**src/rtl/uart_tx_arbiter.sv**
```systemverilog
// Packet-locked round-robin arbiter sharing the UART TX FIFO push port among N
// byte-stream requesters, with a mid-packet stall timeout.
module uart_tx_arbiter #(
  parameter int unsigned N       = 4,
  parameter int unsigned TIMEOUT = 1024
) (
  input  logic                 PCLK,
  input  logic                 PRESETn,
  input  logic [N-1:0]         req_valid,
  input  logic [N*8-1:0]       req_data,
  input  logic [N-1:0]         req_last,
  output logic [N-1:0]         req_ready,
  output logic [N-1:0]         grant,
  output logic                 tx_push,
  output logic [7:0]           tx_push_data,
  input  logic                 tx_fifo_full,
  output logic                 busy,
  output logic                 abort,
  output logic [$clog2(N)-1:0] abort_id
);

  localparam int unsigned IW = $clog2(N);
  localparam int unsigned CW = $clog2(TIMEOUT + 1);

  typedef enum logic {IDLE, XFER} state_t;

  state_t        state_q, state_d;
  logic [IW-1:0] ptr_q, ptr_d;
  logic [IW-1:0] gidx_q, gidx_d;
  logic [IW-1:0] abort_id_q, abort_id_d;
  logic [N-1:0]  grant_q, grant_d;
  logic [CW-1:0] cnt_q, cnt_d;
  logic          push_q, push_d;
  logic          abort_q, abort_d;
  logic [7:0]    data_q, data_d;
  logic          win_found;
  logic [IW-1:0] win_idx;
  logic [IW-1:0] idx;
  int unsigned   pos;

  // Next-state, arbitration and combinational ready
  always_comb begin
    state_d    = state_q;
    ptr_d      = ptr_q;
    gidx_d     = gidx_q;
    grant_d    = grant_q;
    cnt_d      = '0;
    push_d     = 1'b0;
    data_d     = data_q;
    abort_d    = 1'b0;
    abort_id_d = abort_id_q;
    req_ready  = '0;
    win_found  = 1'b0;
    win_idx    = '0;
    idx        = '0;
    pos        = 0;

    case (state_q)
      IDLE: begin
        grant_d = '0;
        // First valid index at or above ptr, wrapping
        for (int unsigned k = 0; k < N; k++) begin
          pos = 32'(ptr_q) + k;
          if (pos >= N) pos = pos - N;
          idx = IW'(pos);
          if (!win_found && req_valid[idx]) begin
            win_found = 1'b1;
            win_idx   = idx;
          end
        end
        if (win_found) begin
          state_d = XFER;
          gidx_d  = win_idx;
          grant_d = N'(1) << win_idx;
          ptr_d   = (win_idx == IW'(N - 1)) ? '0 : win_idx + IW'(1);
        end
      end

      XFER: begin
        // The !push term covers the one-cycle lag of the full flag
        req_ready[gidx_q] = req_valid[gidx_q] & ~tx_fifo_full & ~push_q;
        if (req_ready[gidx_q]) begin
          push_d = 1'b1;
          data_d = req_data[{gidx_q, 3'b000} +: 8];
          if (req_last[gidx_q]) begin
            state_d = IDLE;
            grant_d = '0;
          end
        end else if (!req_valid[gidx_q]) begin
          cnt_d = (cnt_q == CW'(TIMEOUT)) ? cnt_q : cnt_q + CW'(1);
          if (cnt_d == CW'(TIMEOUT)) begin
            state_d    = IDLE;
            grant_d    = '0;
            abort_d    = 1'b1;
            abort_id_d = gidx_q;
          end
        end
      end
    endcase
  end

  always_ff @(posedge PCLK or negedge PRESETn) begin
    if (!PRESETn) begin
      state_q    <= IDLE;
      ptr_q      <= '0;
      gidx_q     <= '0;
      grant_q    <= '0;
      cnt_q      <= '0;
      push_q     <= 1'b0;
      data_q     <= '0;
      abort_q    <= 1'b0;
      abort_id_q <= '0;
    end else begin
      state_q    <= state_d;
      ptr_q      <= ptr_d;
      gidx_q     <= gidx_d;
      grant_q    <= grant_d;
      cnt_q      <= cnt_d;
      push_q     <= push_d;
      data_q     <= data_d;
      abort_q    <= abort_d;
      abort_id_q <= abort_id_d;
    end
  end

  assign grant        = grant_q;
  assign tx_push      = push_q;
  assign tx_push_data = data_q;
  assign busy         = (state_q == XFER);
  assign abort        = abort_q;
  assign abort_id     = abort_id_q;

endmodule

```
**config.mk**
```make
export PLATFORM = sky130hd
export DESIGN_NAME = uart_tx_arbiter
export DESIGN_NICKNAME = d
export VERILOG_FILES = /design/src/rtl/uart_tx_arbiter.sv
export SDC_FILE = /design/constraint.sdc
export NUM_CORES = 1
export LEC_CHECK = 0
export CAP_MARGIN = 20
export CORE_MARGIN = 1.5
export CORE_UTILIZATION = 35
export CTS_BUF_LIST = sky130_fd_sc_hd__clkbuf_2 sky130_fd_sc_hd__clkbuf_4 sky130_fd_sc_hd__clkbuf_8
export DETAILED_ROUTE_END_ITERATION = 12
export GPL_ROUTABILITY_DRIVEN = 0
export GPL_TIMING_DRIVEN = 0
export PLACE_DENSITY = 0.7
export SLEW_MARGIN = 10
export SYNTH_ARGS = -nofsm -noshare
export SYNTH_HDL_FRONTEND = slang
export SYNTH_SLANG_ARGS = --single-unit
```
**constraint.sdc**
```tcl
create_clock -name PCLK -period 2.9 [get_ports PCLK]
set_clock_uncertainty 0.1 [all_clocks]
set_input_delay 0.29 -clock PCLK [delete_from_list [all_inputs] [get_ports PCLK]]
set_output_delay 0.29 -clock PCLK [all_outputs]
set_load 0.01 [all_outputs]
```
==> results.txt, run 1 <==
----------------------------------------------------
[Outcome]
  Run status ... finished, final reports clean

[Clock tree]
  Clock-pin slew on the worst setup and hold paths ... 0.06 ns
  TritonCTS clock tree ... yes
  Max clock buf depth ... 2
  Num CTS Buffers ... 5
  CTS HTree Levels ... 2
  Skew-Pair Late Insertion Delay ... 0.28 ns
  Cell chosen for the clock root ... sky130_fd_sc_hd__clkbuf_8
  Setup Fix Bufs, Post-CTS ... 0
  Sinks on the clock net ... 32

[Floorplan]
  Std cell rows ... 26
  Die area ... 0.00598 mm^2
  Starting Density ... 0.372
  Die X-Extent ... 77.3 um
  I/O pin cnt ... 64
  Standard cell core area ... 0.00520 mm^2
  Chip height ... 77.3 um

[Power]
  Leak Pwr ... 1.17 nW
  P per Cell Area ... 754 mW/mm^2
  Maximum vdd drop ... 0.000460 V
  Power Total ... 2.07 mW

[STA]
  Setup repair after global routing missed its margin ... no
  F_max ... 364 MHz
  Worst hold margin ... 0.396 ns
  Part of the cycle the worst path needs ... 0.947
  Slew headroom ... 0.525
  Worst-margin pin slew ... 0.713 ns
  Post-layout min period ... 2.75 ns
  Total count of max-transition violations in the final report ... 0
  Post-route setup slack ... 0.153 ns
  Count of final setup violators ... 0
  Setup Total Neg Slack ... 0 ns
  Count of final hold-check violations ... 0

[Critical path]
  Worst Path Required ... 2.51 ns
  Stage delay of the slowest cell on the critical path ... 0.54 ns
  Launching point of the worst reg2reg path ... gidx_q[0]$_DFFE_PN0P_
  Critical Path Source Type ... input pin
  Buffers & Inverters on Critical Path ... 3
  Source of the critical timing path ... req_valid[0]
  FF-to-FF path depth ... 6
  Family with the most delay on the worst path ... buffers and inverters
  Critical path endpoint category ... output pin
  Number of logic stages on the critical path including buffering ... 6
  Maximum net fanout on the critical path ... 11
  Worst path most repeated cell ... sky130_fd_sc_hd__clkdlybuf4s50_1
  Slowest cell on the critical path ... sky130_fd_sc_hd__mux4_2
  Critical Path AT ... 2.36 ns
  Cells along the critical path ... clkdlybuf4s50_1 > mux4_2 > nand3_2 > inv_1 > and3_1 > clkdlybuf4s50_1
  Crit path kind ... in -> out

[Global routing]
  Antenna violations before repair ... 0
  Number of global-route vias before repair ... 1614
  Total congestion overflow after global routing ... 0
  Met3 usage in global routing ... 0.0341
  Overall routing resource usage ... 0.158
  Wire length of the first global-routing pass ... 7470 um
  Global-route met1 utilization ... 0.193
  Maximum number of pins on one net before global-route repair ... 33
  Most Used Layer, Global Route ... met2
  GR Layer Usage met2 ... 0.268

[Logic synthesis]
  Largest cells by area after synthesis ... sky130_fd_sc_hd__dfrtp_1, sky130_fd_sc_hd__mux4_2, sky130_fd_sc_hd__mux2_2, sky130_fd_sc_hd__ha_1, sky130_fd_sc_hd__nor2_1
  Synthesized netlist net count ... 226
  Register area share after synthesis ... 0.414
  Count of state elements after synthesis ... 32
  Count of unique library cells instantiated by Yosys ... 39
  Synth warnings ... 0
  Cell area after technology mapping ... 0.00193 mm^2
  Leading register cell type out of synthesis ... sky130_fd_sc_hd__dfrtp_1
  Post-synth EDFFs ... 0
  Post-synth top area cell ... sky130_fd_sc_hd__dfrtp_1
  Number of standard cells after synthesis ... 177
  Average size of a mapped cell ... 10.9 um^2
  Proportion of netlist area held by the largest area contributor ... 0.414
  Async S/R FF share, synth ... 1.00

[Placement]
  Pre-CTS setup slack ... -0.191 ns
  Count of port buffers added during placement ... 63
  Estimated wirelength of the detail-placed design ... 3370 um
  Cell area after placement ... 0.00265 mm^2
  Placed cell count ... 310

[Hold path]
  Class of the tightest hold or removal check ... reg -> reg
  Hold depth ... 1
  Startpoint of the tightest hold check path ... grant[0]$_DFFE_PN0P_

[Drt]
  Iteration-0 DRC Markers ... 46
  Pre-Repair DR Iteration Count ... 4
  Post-detailed-route via-to-cell ratio ... 5.07
  Antenna-violating nets left ... 0
  Total routed wirelength ... 4550 um
  Per-cell routed wire length ... 14.4 um
  Post-route DRC ... 0
  Overall via count from detail_route ... 1603

[Layout]
  Antenna diode instance count ... 0
  Register area ... 801 um^2
  Fraction of layout instances using a drive strength above 1 ... 0.130
  Number of fill cells ... 488
  Utilization of the core after routing ... 0.529
  Area of combinational cells with multiple inputs ... 0.00105 mm^2
  Net count, final ... 295
  Cell area after layout ... 0.00275 mm^2
  Final standard cell count with taps included and fillers excluded ... 316
  Syn-to-layout area delta ... 42.2%

[Job]
  Maximum Capacitance Violations ... 0

----------------------------------------------------
state kept, by name, indices dropped and copies added, names as in the netlist, 2 cells and up:
| register | flops |
|---|---|
| abort_id | 2 |
| cnt_q | 11 |
| gidx_q | 2 |
| grant | 4 |
| ptr_q | 2 |
| tx_push_data | 8 |
cells by family after synthesis:
family / count (synthesis) / synth area share
AOI/OAI and AO/OA: 22 / 0.0834
xor gates and xnor gates: 13 / 0.0589
adders and majority gates: 6 / 0.0388
buffers and inverters: 21 / 0.0446
DFF: 32 / 0.414
muxes: 23 / 0.195
and+or+nand+nor: 60 / 0.165
path summary, 6_finish.rpt:
check | slack, ns | end
setup / recovery | 0.15 | req_ready[3]
hold / removal | 0.40 | grant[0]$_DFFE_PN0P_
setup reg to reg | 0.38 | busy$_DFF_PN0_
hold reg to reg | 0.40 | grant[0]$_DFFE_PN0P_
max in group asynchronous | 1.73 | grant[2]$_DFFE_PN0P_
min in group asynchronous | 0.51 | cnt_q[3]$_DFF_PN0_
synth_stat cells, drive strengths merged, types with 2 or more instances:
master / n
and3: 5
nand2b: 3
and2: 2
o21ai: 2
ha: 6
dfrtp: 32
mux4: 10
mux2: 12
a22o: 4
nor2b: 4
nand4: 5
nand3: 6
clkbuf: 11
nor2: 19
nor3: 3
nand2: 5
a21oi: 5
a311oi: 2
xnor2: 8
nor4: 4
xor2: 5
inv: 9
a31o: 2
power breakdown:
group	total, mW	internal [mW]	switching, mW
clock	0.363	0.211	0.152
sequential	0.685	0.579	0.106
combinational	1.03	0.575	0.450
total	2.07	1.37	0.708
routing by layer:
metal | up-vias | part of all wire
met5 | - | 0
met4 | 0 | 0.016
met3 | 8 | 0.039
met2 | 35 | 0.50
met1 | 781 | 0.45
li1 | 779 | -
layout make-up:
class | instances | share of cell area
multi-input combinational | 124 | 0.382
sequential | 32 | 0.291
timing repair buffer | 64 | 0.231
clock buffer | 7 | 0.0350
tap | 70 | 0.0318
buffer | 10 | 0.0164
inverter | 9 | 0.0123
worst reg2reg max path, delay by kind of cell, from the launching register on:
family / cells / cell delay (ns)
AOI/OAI and AO/OA: 1 / 0.31
buffers and inverters: 1 / 0.15
DFF: 1 / 0.34
muxes: 1 / 0.56
and+or+nand+nor: 3 / 0.96
cells in the final DEF (no fill, tap or decap), types with 2 or more instances in the layout:
cell type,count
sky130_fd_sc_hd__nor2b_1,4
sky130_fd_sc_hd__ha_1,6
sky130_fd_sc_hd__inv_1,9
sky130_fd_sc_hd__xnor2_1,8
sky130_fd_sc_hd__dfrtp_1,32
sky130_fd_sc_hd__mux4_1,2
sky130_fd_sc_hd__clkbuf_1,9
sky130_fd_sc_hd__a22o_1,4
sky130_fd_sc_hd__xor2_1,5
sky130_fd_sc_hd__mux4_2,8
sky130_fd_sc_hd__clkbuf_8,7
sky130_fd_sc_hd__mux2_1,2
sky130_fd_sc_hd__nor3_1,3
sky130_fd_sc_hd__and2_1,2
sky130_fd_sc_hd__a311oi_1,2
sky130_fd_sc_hd__nor2_1,19
sky130_fd_sc_hd__nand2_1,5
sky130_fd_sc_hd__clkdlybuf4s50_1,62
sky130_fd_sc_hd__and3_1,5
sky130_fd_sc_hd__mux2_2,10
sky130_fd_sc_hd__a31o_2,2
sky130_fd_sc_hd__o21ai_0,2
sky130_fd_sc_hd__nor4_1,3
sky130_fd_sc_hd__nand4_1,5
sky130_fd_sc_hd__a21oi_1,5
sky130_fd_sc_hd__nand3_1,5
sky130_fd_sc_hd__nand2b_1,3
repair_timing:
action,4_1_cts,5_1_grt
hold buffers,1,0
pin swaps,0,0
gates resized for setup,1,0
endpoints found under the hold margin,32,0
setup endpoints to repair,4,2
(Power assumes the default switching activity.)
==> inputs of run 2 (changes only) <==
--- a/config.mk
+++ b/config.mk
@@ -10,7 +10,6 @@
 export CORE_UTILIZATION = 35
 export CTS_BUF_LIST = sky130_fd_sc_hd__clkbuf_2 sky130_fd_sc_hd__clkbuf_4 sky130_fd_sc_hd__clkbuf_8
 export DETAILED_ROUTE_END_ITERATION = 12
-export GPL_ROUTABILITY_DRIVEN = 0
 export GPL_TIMING_DRIVEN = 0
 export PLACE_DENSITY = 0.7
 export SLEW_MARGIN = 10
==> results of run 2 <==
Same layout as run 1: the final DEF is identical, and so are final timing and power.
